[config.mk]
export PLATFORM = sky130hd
export DESIGN_NAME = stopwatch_cmd_arbiter
export DESIGN_NICKNAME = d
export VERILOG_FILES = /design/src/rtl/stopwatch_cmd_arbiter.sv
export SDC_FILE = /design/constraint.sdc
export NUM_CORES = 1
export LEC_CHECK = 0
export BUFFER_PORTS_ARGS = -buffer_cell sky130_fd_sc_hd__buf_4
export CORE_MARGIN = 3
export CORE_UTILIZATION = 48
export CTS_CLUSTER_SIZE = 16
export DETAILED_ROUTE_END_ITERATION = 16
export MAX_ROUTING_LAYER = met4
export PLACE_DENSITY = 0.84
export SYNTH_ARGS = -nofsm -noshare
export SYNTH_HDL_FRONTEND = slang
export SYNTH_SLANG_ARGS = --single-unit
[constraint.sdc]
create_clock -name clk -period 1.8 [get_ports clk]
set_clock_uncertainty 0.1 [all_clocks]
set_input_delay 0.18 -clock clk [delete_from_list [all_inputs] [get_ports clk]]
set_output_delay 0.18 -clock clk [all_outputs]
set_load 0.1 [all_outputs]
[src/rtl/stopwatch_cmd_arbiter.sv]
// rtl/stopwatch_cmd_arbiter.sv - round-robin command scheduler driving the stopwatch run/clear/lap controls
// Optional UART command source is built when STOPWATCH_UART_CMD_EN is defined.
module stopwatch_cmd_arbiter #(
    parameter int GUARD_CYCLES = 4,
    parameter int CLEAR_CYCLES = 2
) (
    input  logic       clk,
    input  logic       rst,
    input  logic       btn_R,
    input  logic       btn_L,
    input  logic [7:0] rx_data,
    input  logic       rx_valid,
    output logic       run_stop,
    output logic       clear,
    output logic       lap,
    output logic       drop,
    output logic       busy
);

    localparam int GW = (GUARD_CYCLES < 1) ? 1 : $clog2(GUARD_CYCLES + 1);
    localparam int CW = $clog2(CLEAR_CYCLES + 1);
    localparam logic OP_R = 1'b0;
    localparam logic OP_L = 1'b1;

    typedef enum logic [1:0] {ST_STOP, ST_RUN, ST_CLEAR} state_t;

    state_t        state;
    logic [GW-1:0] guard;
    logic [CW-1:0] clr_cnt;
    logic          btn_v;
    logic          btn_op;
    logic          btn_wr;
    logic          btn_wop;
    logic          can_grant;
    logic          grant_btn;
    logic          grant_uart;
    logic          grant_any;
    logic          grant_op;
    logic          uart_wr;
    logic          uart_full_drop;

    assign btn_wr    = btn_R | btn_L;
    assign btn_wop   = btn_R ? OP_R : OP_L;
    assign can_grant = (state != ST_CLEAR) && (guard == '0);

`ifdef STOPWATCH_UART_CMD_EN
    localparam logic SRC_BTN  = 1'b0;
    localparam logic SRC_UART = 1'b1;

    logic uart_v;
    logic uart_op;
    logic uart_wop;
    logic rr_last;

    assign uart_wr    = rx_valid && ((rx_data == 8'h52) || (rx_data == 8'h4C));
    assign uart_wop   = (rx_data == 8'h4C) ? OP_L : OP_R;
    // With both slots pending, the source that did not win last time goes first.
    assign grant_btn  = can_grant && btn_v && (!uart_v || (rr_last == SRC_UART));
    assign grant_uart = can_grant && uart_v && (!btn_v || (rr_last == SRC_BTN));
    assign grant_op   = grant_btn ? btn_op : uart_op;
    assign uart_full_drop = uart_wr && uart_v && !grant_uart;
`else
    logic unused_rx;

    assign unused_rx  = ^{rx_data, rx_valid};
    assign uart_wr    = 1'b0;
    assign grant_btn  = can_grant && btn_v;
    assign grant_uart = 1'b0;
    assign grant_op   = btn_op;
    assign uart_full_drop = 1'b0;
`endif

    assign grant_any = grant_btn | grant_uart;
    assign busy      = (guard != '0) || (state == ST_CLEAR);

    always_ff @(posedge clk or negedge rst) begin
        if (!rst) begin
            state    <= ST_STOP;
            guard    <= '0;
            clr_cnt  <= '0;
            btn_v    <= 1'b0;
            btn_op   <= OP_R;
            run_stop <= 1'b0;
            clear    <= 1'b0;
            lap      <= 1'b0;
            drop     <= 1'b0;
`ifdef STOPWATCH_UART_CMD_EN
            uart_v   <= 1'b0;
            uart_op  <= OP_R;
            rr_last  <= SRC_UART;
`endif
        end else begin
            lap  <= 1'b0;
            drop <= (btn_R & btn_L) | (btn_wr & btn_v & ~grant_btn) | uart_full_drop;

            // A slot being granted this cycle frees up in time to accept a new write.
            if (btn_wr && (!btn_v || grant_btn)) begin
                btn_v  <= 1'b1;
                btn_op <= btn_wop;
            end else if (grant_btn) begin
                btn_v <= 1'b0;
            end

`ifdef STOPWATCH_UART_CMD_EN
            if (uart_wr && (!uart_v || grant_uart)) begin
                uart_v  <= 1'b1;
                uart_op <= uart_wop;
            end else if (grant_uart) begin
                uart_v <= 1'b0;
            end
            if (grant_any) begin
                rr_last <= grant_uart ? SRC_UART : SRC_BTN;
            end
`endif

            if (grant_any) begin
                guard <= GW'(GUARD_CYCLES);
            end else if (guard != '0) begin
                guard <= guard - GW'(1);
            end

            case (state)
                ST_CLEAR: begin
                    if (clr_cnt <= CW'(1)) begin
                        state   <= ST_STOP;
                        clear   <= 1'b0;
                        clr_cnt <= '0;
                    end else begin
                        clr_cnt <= clr_cnt - CW'(1);
                    end
                end
                ST_STOP: begin
                    if (grant_any) begin
                        if (grant_op == OP_R) begin
                            state    <= ST_RUN;
                            run_stop <= 1'b1;
                        end else begin
                            state   <= ST_CLEAR;
                            clear   <= 1'b1;
                            clr_cnt <= CW'(CLEAR_CYCLES);
                        end
                    end
                end
                default: begin
                    if (grant_any) begin
                        if (grant_op == OP_R) begin
                            state    <= ST_STOP;
                            run_stop <= 1'b0;
                        end else begin
                            lap <= 1'b1;
                        end
                    end
                end
            endcase
        end
    end

endmodule

==> flow_summary_export.csv, run 1 <==
group,metric,value,unit
finish,finalInstanceArea,777.0,sq um
clock_network,cts-buffers-inserted,3,
yosys,synth_top_cell_area_share,50.10,%
routing,dr.pass1.iters,3,
routing,routed.top_layer,"met4",
finish,drive_gt1_share,28.77,%
hold_path,min_to,"btn_v$_DFFE_PN0P_",
clock_network,clk_path_buf_depth,2,
yosys,synth_edf_count,0,
die,start_util,54.75,%
routing,drc,0,
finish,diodes,0,
sta,finalCriticalPeriod,1667,ps
routing,drt_first_iter_violations,6,
grt,grt_overflow,0,
routing,via_count,466,
routing,wl_met3,52,microns
finish,post-route-util,65.51,%
power_and_ir_drop,ir_worst_vdd,0.8799,mV
clock_network,htreeDepth,1,
die,die_area,1830,sq um
finish,fin_nets,89,
power_and_ir_drop,total_power,1.405,mW
die,dieWidth,42.78,microns
sta,drv_slew,0,
sta,max_freq,599.8,MHz
routing,vias_per_cell,5.356,
critical_path,worstPathRequired,1520,ps
finish,final_cells,87,
clock_network,clkLatencyLatePin,270,ps
hold_path,min_path_type,"primary input to flip-flop",
critical_path,worst-r2r-cell-count,5,
finish,fill_cells,102,
critical_path,critPathMaxFanout,5,
routing,wl_per_cell,12.51,microns
yosys,avgSynthCellArea,11.01,sq um
sta,holdWs,12.59,ps
sta,layout_setup_ws,132.8,ps
critical_path,cp-start-kind,"flip-flop",
die,io_pins,18,
yosys,syn_nets,74,
power_and_ir_drop,power.switching,649.2,uW
sta,worst_pin_slew,267.3,ps
placed_design,placed_area,714.4,sq um
yosys,yosys.area.top_type,"dfrtp_1",
hold_path,holdPathStages,2,
placed_design,dp_hpwl,841.8,microns
sta,relSlewSlack,82.18,%
hold_path,holdCritStartpoint,"btn_L",
sta,fin_setup_tns,0,ps
power_and_ir_drop,power_density,1808,nW/um^2
finish,syn2layout_area_growth,19.65,%
placed_design,gp_congestion,0.7161,
routing,wirelength,1.088,mm
placed_design,place_ws,174.1,ps
placed_design,placed_cells,80,
die,die_h,42.78,microns
power_and_ir_drop,cellLeakagePower,0.3521,nW
yosys,ys_seq_area_share,50.10,%
sta,setup_viol,0,
critical_path,worstSetupPathType,"flip-flop to primary output",
routing,met2_length,514,microns
critical_path,end_kind,"primary output",
power_and_ir_drop,intPower,755.5,uW
sta,rsz0062_at_grt,"no",
die,std_cell_rows,12,
grt,gr-usage-all-layers,14.88,%
critical_path,worstReg2RegEnd,"state[0]$_DFFE_PN0P_",
power_and_ir_drop,switching_share,46.22,%
power_and_ir_drop,combinationalPowerShare,51.4,%
grt,grt_pass1_vias,480,
routing,met1Wirelength,503,microns
power_and_ir_drop,p_seq_share,35.8,%
placed_design,port_buffers,8,
yosys,synth_warnings,0,
outcome,status,"finished, final reports clean",
clock_network,cts.sinks,13,
power_and_ir_drop,p_clk_share,12.8,%
finish,layout_commonest_cell,"dfrtp_1",
critical_path,reg2reg_from,"guard[0]$_DFFE_PN0P_",
sta,hold_viol,0,
critical_path,crit_arrival,1390,ps
critical_path,r2r_slack,190,ps
sta,min_period_over_period,92.62,%
clock_network,tritoncts,"done",
yosys,synth_cells,59,
finish,most-common-layout-cells,"dfrtp_1 (13), buf_4 (9), nand2_1 (5)",
yosys,netlist_area,649.4,sq um
job,drv_cap,0,
grt,grt_max_degree,14,
grt,grt_pass1_wl,2.001,mm
yosys,yosys_most_used_dff,"dfrtp_1",
die,core,1186,sq um
yosys,async_flop_share,100.0,%
yosys,synth-seq-cells,13,
clock_network,cts_root_buf,"clkbuf_4",
yosys,ys_top_cells_by_area,"dfrtp_1 (50%), ha_1 (3.9%), buf_6 (3.5%)",
grt,antenna_found_initial,0,
yosys,ys_types,27,
routing,drtAntennaViolNets,0,
clock_network,clkTransAtPathRegs,80,ps
## layer usage
layer	track usage, %	vias to the layer above
met5	-	-
met4	5.590	0
met3	2.542	2
met2	25.75	10
met1	16.93	214
li1	-	240
## power groups by stage
stage,Combinational (mW),Sequential [mW],Clock (mW)
2_1_floorplan,0.421,0.664,0
3_3_place_gp,0.678,0.499,0
3_5_place_dp,0.705,0.506,0
4_1_cts,0.716,0.504,0.182
5_1_grt,0.786,0.527,0.193
6_report,0.723,0.503,0.179
## cell usage after synthesis, types with 2 or more instances
master      n
nand2_1     6
inv_1       4
nor2_1      4
a2bb2oi_1   2
nor2b_1     2
and2_1      2
a21oi_1     4
buf_6       2
dfrtp_1    13
ha_1        2
o22ai_1     2
## state kept, by name (all words and copies together) (netlist names)
name and count:
drop 1, btn_v 1, lap 1, clr_cnt 2, state 2, run_stop 1, btn_op 1, clear 1
guard 3
## cell families after synthesis
kind of cell / after synthesis / share of synthesized area, %
AND/OR/NAND/NOR: 21 / 19.27
AO/OA/AOI/OAI: 15 / 17.53
flip-flops: 13 / 50.10
buffers and inverters: 6 / 5.779
adder cells (fa/ha/maj): 3 / 5.587
multiplexers: 1 / 1.734
## worst max-delay path, cell delays in order, from the launching register on
cell and delay (ps):
dfrtp_1 390, inv_1 80, ha_1 170, nor2b_4 190, nand2_2 80, buf_6 190
## area by class of cell
cell class              instances  area, sq um  area share (%)
clock buffers                   4        26.28           3.382
inverters                       4        15.01           1.932
multi-input cells              40        294.0           37.84
flip-flops and latches         13        325.3           41.87
well taps                      14        17.52           2.254
repair buffers                 12        98.84           12.72
## how the worst max path moves through the flow
stage | from | endpoint
finish | guard[0]$_DFFE_PN0P_ | busy
detailed placement | guard[0]$_DFFE_PN0P_ | btn_v$_DFFE_PN0P_
global placement | guard[0]$_DFFE_PN0P_ | btn_v$_DFFE_PN0P_
CTS | guard[0]$_DFFE_PN0P_ | busy
floorplan | guard[0]$_DFFE_PN0P_ | btn_op$_DFFE_PN0P_
global route | guard[0]$_DFFE_PN0P_ | busy
## what timing repair did
item	in CTS	in global routing
setup buffers	0	1
gates resized for setup	1	1
endpoints found under the hold margin	14	0
gates cloned	0	0
setup endpoints to repair	1	1
hold buffers	2	0
Note: power is estimated with default switching activity, not from simulation.
==> run 2, diff against run 1 <==
--- a/config.mk
+++ b/config.mk
@@ -5,6 +5,7 @@
 export SDC_FILE = /design/constraint.sdc
 export NUM_CORES = 1
 export LEC_CHECK = 0
+export ABC_AREA = 1
 export BUFFER_PORTS_ARGS = -buffer_cell sky130_fd_sc_hd__buf_4
 export CORE_MARGIN = 3
 export CORE_UTILIZATION = 48
@@ -12,6 +13,7 @@
 export DETAILED_ROUTE_END_ITERATION = 16
 export MAX_ROUTING_LAYER = met4
 export PLACE_DENSITY = 0.84
+export SLEW_MARGIN = 20
 export SYNTH_ARGS = -nofsm -noshare
 export SYNTH_HDL_FRONTEND = slang
 export SYNTH_SLANG_ARGS = --single-unit
==> run 2 against run 1 <==
Effect of this change:
- synthesized cell count up 14%
- largest power group unchanged
- maximum frequency rose by 0.72%
- count of clock-buffer cells in the layout did not move
- combinational power is 23% higher
- global-route usage down 0.57 points
- non-clock buffer count grew 1
==> flow_summary_export.csv, run 2 <==
group,metric,value,unit
outcome,status,"finished, final reports clean",
yosys,synth_top_cell_area_share,50.98,%
power_and_ir_drop,combinationalPowerShare,55.2,%
yosys,syn_nets,82,
critical_path,cp_num_buf_inv,3,
placed_design,gp_congestion,0.7527,
sta,rsz0062_at_grt,"no",
finish,syn2layout_area_growth,23.53,%
power_and_ir_drop,p_clk_share,11.2,%
finish,fill_cells,97,
finish,layout_commonest_cell,"nand2_1",
yosys,synth-seq-cells,13,
yosys,ys_top_cells_by_area,"dfrtp_1 (51%), nand2_1 (10%), inv_1 (4.7%)",
yosys,synth_compound_area_share,6.863,%
clock_network,tritoncts,"done",
yosys,netlist_area,638.1,sq um
critical_path,worstSetupPathType,"flip-flop to primary output",
yosys,avgSynthCellArea,9.524,sq um
clock_network,htreeDepth,1,
finish,reg_top3,"guard: 3 flops, clr_cnt: 2 flops, state: 2 flops",
yosys,synth_edf_count,0,
critical_path,critPathMaxStageDelay,360,ps
job,drv_cap,0,
yosys,yosys.area_share.adder,3.922,%
sta,max_freq,604.1,MHz
sta,setup_viol,0,
critical_path,cp_slowest_cell,"dfrtp_1",
clock_network,cts-buffers-inserted,3,
sta,relSlewSlack,81.57,%
finish,largest_reg_flops,3,
routing,drt_first_iter_violations,8,
power_and_ir_drop,p_seq_share,33.5,%
finish,diodes,0,
hold_path,min_path_type,"primary input to flip-flop",
grt,grt_pass1_vias,454,
die,die_h,42.46,microns
yosys,synth_cells,67,
power_and_ir_drop,intPower,783.5,uW
finish,largest-register,"guard",
clock_network,clkTransAtPathRegs,70,ps
die,die_area,1803,sq um
power_and_ir_drop,cellLeakagePower,0.4049,nW
finish,multi_input_comb_area,279.0,sq um
power_and_ir_drop,ir_worst_vdd,1.094,mV
finish,fin_nets,100,
grt,grt_overflow,0,
grt,gr-usage-all-layers,14.31,%
yosys,yosys.area.top_type,"dfrtp_1",
power_and_ir_drop,power_density,2037,nW/um^2
grt,grt_max_degree,14,
yosys,ys_seq_area_share,50.98,%
sta,drv_slew,0,
yosys,synthTopCellsByCount,"nand2_1 (17), dfrtp_1 (13), inv_1 (8)",
sta,hold_viol,0,
sta,min_period_over_period,91.96,%
power_and_ir_drop,switching_share,51.21,%
yosys,ys_types,19,
power_and_ir_drop,power.switching,822.4,uW
yosys,synth_top_family_by_area,"simple AND/OR/NAND/NOR gates",
yosys,synthMuxAreaShare,0,%
die,dieWidth,42.46,microns
grt,antenna_found_initial,0,
critical_path,cp-start-kind,"flip-flop",
sta,fin_setup_tns,0,ps
die,core,1171,sq um
routing,via_count,484,
finish,drive_gt1_share,25.00,%
yosys,synth.most_common_cell,"nand2_1",
routing,dr.pass1.iters,2,
finish,most-common-layout-cells,"nand2_1 (17), dfrtp_1 (13), buf_4 (10)",
sta,finalCriticalPeriod,1655,ps
die,io_pins,18,
routing,wl_per_cell,11.27,microns
critical_path,end_kind,"primary output",
critical_path,path_cells,"inv_1, ha_1, inv_1, nor2_8, nand2_4, buf_6",
clock_network,clk_path_buf_depth,2,
clock_network,clkLatencyLatePin,280,ps
critical_path,critPathMaxFanout,5,
placed_design,port_buffers,8,
critical_path,worstPathRequired,1520,ps
yosys,synth-simple-area-share,31.57,%
yosys,yosys_most_used_dff,"dfrtp_1",
finish,regArea,325.3,sq um
routing,drc,0,
yosys,synth_xor_xnor_area_share,1.373,%
routing,wirelength,1.104,mm
clock_network,cts_root_buf,"clkbuf_4",
routing,drtAntennaViolNets,0,
die,start_util,54.49,%
yosys,async_flop_share,100.0,%
critical_path,cpMostUsedCell,"inv_1",
critical_path,crit_arrival,1380,ps
yosys,synth_warnings,0,
clock_network,cts.sinks,13,
critical_path,cp_top_family,"buffers and inverters",
grt,grt_pass1_wl,1.814,mm
die,std_cell_rows,12,
placed_design,dp_hpwl,813.7,microns
power_and_ir_drop,total_power,1.606,mW
routing,vias_per_cell,4.939,
sta,worst_pin_slew,278.7,ps
-- run 2: path summary, 6_finish.rpt --
check | startpoint | end | depth (start not counted) | slack [ps]
min in group asynchronous | rst | clear$_DFFE_PN0P_ | 2 | 170
setup reg to reg | guard[0]$_DFFE_PN0P_ | state[1]$_DFFE_PN0P_ | 10 | 260
hold reg to reg | guard[0]$_DFFE_PN0P_ | guard[0]$_DFFE_PN0P_ | 1 | 390
setup / recovery | guard[0]$_DFFE_PN0P_ | busy | 6 | 140
max in group asynchronous | rst | btn_v$_DFFE_PN0P_ | 2 | 1270
hold / removal | btn_L | btn_v$_DFFE_PN0P_ | 3 | 30
-- run 2: metal layers --
| layer | global-route usage, % | part of all wire (%) |
|---|---|---|
| met1 | 15.24 | 44 |
| met2 | 23.10 | 48 |
| met3 | 2.575 | 4.3 |
| met4 | 11.18 | 3.4 |
| met5 | - | 0 |
-- run 2: what timing repair did --
| action | in CTS | in global routing |
|---|---|---|
| setup endpoints to repair | 0 | 1 |
| setup buffers | 0 | 3 |
| gates resized for setup | 0 | 1 |
| hold buffers | 2 | 0 |
| endpoints found under the hold margin | 14 | 0 |
-- run 2: logic make-up (layout without fill, tap and decap cells) --
family,after synthesis,count (layout)
AND/OR/NAND/NOR,34,34
flip-flops,13,13
buffers and inverters,9,26
AO/OA/AOI/OAI,8,8
adder cells (fa/ha/maj),2,2
XOR/XNOR,1,1
-- run 2: per-stage QoR --
step	utilization, %	hold slack [ps]	std cells	instance area, sq um	worst slack [ps]
2_1_floorplan	-	-215.6	67	638.1	256.0
3_3_place_gp	61.11	-69.27	89	715.7	372.7
3_5_place_dp	61.11	-66.81	89	715.7	350.6
4_1_cts	65.06	29.80	95	762.0	50.02
5_1_grt	67.31	49.67	98	788.3	25.46
6_report	67.31	33.81	98	788.3	144.7
-- run 2: cell type report --
type / count / share of cell area (%)
inverter: 9 / 4.286
tap: 14 / 2.222
sequential: 13 / 41.27
clock buffer: 4 / 3.333
multi-input combinational: 45 / 35.40
timing repair buffer: 13 / 13.49
-- run 2: worst register-to-register path, delay by kind of cell (launching register included) --
kind                     cells  cell delay, ps
flip-flops                   1             390
AND/OR/NAND/NOR              6             490
adder cells (fa/ha/maj)      1             140
buffers and inverters        3             320
-- run 2: power by group through the flow --
| stage | clock (mW) | sequential (mW) | combinational (mW) |
|---|---|---|---|
| after global placement | 0 | 0.537 | 0.815 |
| after global routing | 0.201 | 0.555 | 0.975 |
| final | 0.181 | 0.538 | 0.887 |
| after CTS | 0.187 | 0.540 | 0.848 |
| after detailed placement | 0 | 0.545 | 0.841 |
| after floorplan | 0 | 0.734 | 0.481 |
==> run 3, diff against run 2 <==
--- a/config.mk
+++ b/config.mk
@@ -6,13 +6,13 @@
 export NUM_CORES = 1
 export LEC_CHECK = 0
 export ABC_AREA = 1
-export BUFFER_PORTS_ARGS = -buffer_cell sky130_fd_sc_hd__buf_4
-export CORE_MARGIN = 3
-export CORE_UTILIZATION = 48
+export CORE_AREA = 3 3 40 42
 export CTS_CLUSTER_SIZE = 16
 export DETAILED_ROUTE_END_ITERATION = 16
+export DIE_AREA = 0 0 43 45
+export DONT_BUFFER_PORTS = 1
 export MAX_ROUTING_LAYER = met4
-export PLACE_DENSITY = 0.84
+export PLACE_DENSITY = 0.73
 export SLEW_MARGIN = 20
 export SYNTH_ARGS = -nofsm -noshare
 export SYNTH_HDL_FRONTEND = slang
==> run 3 against run 2 <==
Effect of this change:
- total power fell by 1.5%
- worst setup slack worse by 38 ps
- global-route usage fell by 0.99 points
- combinational power down 2%
- register-to-register slack got worse by 30 ps
- routed wire length decreased by 8.2%
- sequential power fell by 0.9%
- die area increased by 7.3%
- largest cell class unchanged
- critical path depth did not move
- critical path type unchanged
- design area fell by 2.4%
- critical endpoint unchanged
- sequential cell count unchanged
- maximum frequency decreased by 2.3%
==> flow_summary_export.csv, run 3 (same netlist as run 2, synthesis figures left out) <==
group,metric,value,unit
routing,wirelength,1.014,mm
sta,rsz0062_at_grt,"no",
clock_network,tritoncts,"done",
critical_path,cp_num_buf_inv,3,
power_and_ir_drop,ir_worst_vdd,1.011,mV
hold_path,min_path_type,"primary input to async pin",
sta,holdWs,229.9,ps
power_and_ir_drop,cellLeakagePower,0.3890,nW
die,die_h,45,microns
clock_network,htreeDepth,1,
die,start_util,49.66,%
die,die_area,1935,sq um
sta,setup_viol,0,
clock_network,cts-buffers-inserted,3,
routing,drt_first_iter_violations,2,
finish,diodes,0,
sta,finalCriticalPeriod,1694,ps
critical_path,worstPathRequired,1520,ps
finish,most-common-layout-cells,"nand2_1 (17), dfrtp_1 (13), inv_1 (8)",
sta,relSlewSlack,62.16,%
routing,wl_per_cell,10.56,microns
finish,fin_nets,97,
finish,fill_cells,115,
sta,worst_pin_slew,565.7,ps
sta,drv_slew,0,
critical_path,crit_arrival,1410,ps
finish,drive_gt1_share,20.99,%
critical_path,cp_slowest_cell,"dfrtp_1",
critical_path,cp-start-kind,"flip-flop",
die,core,1285,sq um
finish,regArea,325.3,sq um
placed_design,placed_area,694.4,sq um
routing,vias_per_cell,4.740,
sta,max_freq,590.4,MHz
clock_network,cts_root_buf,"clkbuf_4",
grt,grt_pass1_wl,1.711,mm
outcome,status,"finished, final reports clean",
sta,min_period_over_period,94.10,%
grt,gr-usage-all-layers,13.32,%
routing,drc,0,
critical_path,path_cells,"inv_1, ha_1, inv_1, nor2_8, nand2_4, buf_6",
placed_design,gp_congestion,0.7701,
grt,grt_pass1_vias,399,
finish,syn2layout_area_growth,20.59,%
routing,via_count,455,
die,std_cell_rows,13,
die,io_pins,18,
routing,drtAntennaViolNets,0,
finish,multi_input_comb_area,279.0,sq um
clock_network,cts.sinks,13,
grt,grt_overflow,0,
sta,fin_setup_tns,0,ps
grt,grt_max_degree,14,
clock_network,clk_path_buf_depth,2,
job,drv_cap,0,
power_and_ir_drop,power_density,2055,nW/um^2
critical_path,cpMostUsedCell,"inv_1",
finish,reg_top3,"guard: 3 flops, clr_cnt: 2 flops, state: 2 flops",
critical_path,critPathMaxStageDelay,390,ps
finish,largest-register,"guard",
critical_path,critPathMaxFanout,6,
critical_path,cp_top_family,"flip-flops",
placed_design,port_buffers,0,
sta,hold_viol,0,
critical_path,end_kind,"primary output",
clock_network,clkTransAtPathRegs,80,ps
finish,largest_reg_flops,3,
grt,antenna_found_initial,0,
placed_design,dp_hpwl,695.2,microns
finish,finalInstanceArea,769.5,sq um
finish,layout_commonest_cell,"nand2_1",
routing,dr.pass1.iters,4,
clock_network,clkLatencyLatePin,280,ps
critical_path,worstSetupPathType,"flip-flop to primary output",
die,dieWidth,43,microns
-- run 3: timing repair --
item | in CTS | in global routing
hold endpoints to repair | 16 | 0
hold buffers | 3 | 0
endpoints found under the setup margin | 0 | 1
setup buffers | 0 | 2
gates resized for setup | 0 | 1
-- run 3: final cells by class --
| cell class | count | area share [%] |
|---|---|---|
| clock buffers | 4 | 3.415 |
| repair buffers | 10 | 11.22 |
| multi-input cells | 45 | 36.26 |
| well taps | 15 | 2.439 |
| inverters | 9 | 4.390 |
| flip-flops and latches | 13 | 42.28 |
-- run 3: final timing paths --
kind / from / endpoint / slack, ps / cells after the start
max reg2reg: guard[0]$_DFFE_PN0P_ / state[0]$_DFFE_PN0P_ / 230 / 10
min reg2reg: clr_cnt[0]$_DFFE_PN0P_ / clr_cnt[0]$_DFFE_PN0P_ / 400 / 2
max: guard[0]$_DFFE_PN0P_ / busy / 110 / 6
min: rst / guard[2]$_DFFE_PN0P_ / 230 / 1
max in group asynchronous: rst / clr_cnt[0]$_DFFE_PN0P_ / 1000 / 1
min in group clk: clr_cnt[0]$_DFFE_PN0P_ / clr_cnt[0]$_DFFE_PN0P_ / 400 / 2
-- run 3: metrics by stage --
step	std cells	total power, mW	utilization, %	worst slack [ps]
3_5_place_dp	87	1.358	54.04	355.7
3_3_place_gp	87	1.337	54.04	379.2
6_report	96	1.581	59.88	106.2
5_1_grt	96	1.698	59.88	1.836
4_1_cts	94	1.556	58.42	26.18
2_1_floorplan	67	1.215	-	256.0
-- run 3: power breakdown --
group / internal [mW] / switching, mW
Sequential: 0.418 / 0.115
Clock: 0.0860 / 0.0928
Combinational: 0.270 / 0.600
Total: 0.774 / 0.808
-- run 3: metal layers --
layer	vias to the layer above	GRT usage, %	wire length (microns)
met1	197	13.85	450
met3	4	3.586	54
li1	244	-	-
met4	0	12.65	36
met2	10	20.36	472
met5	-	-	0
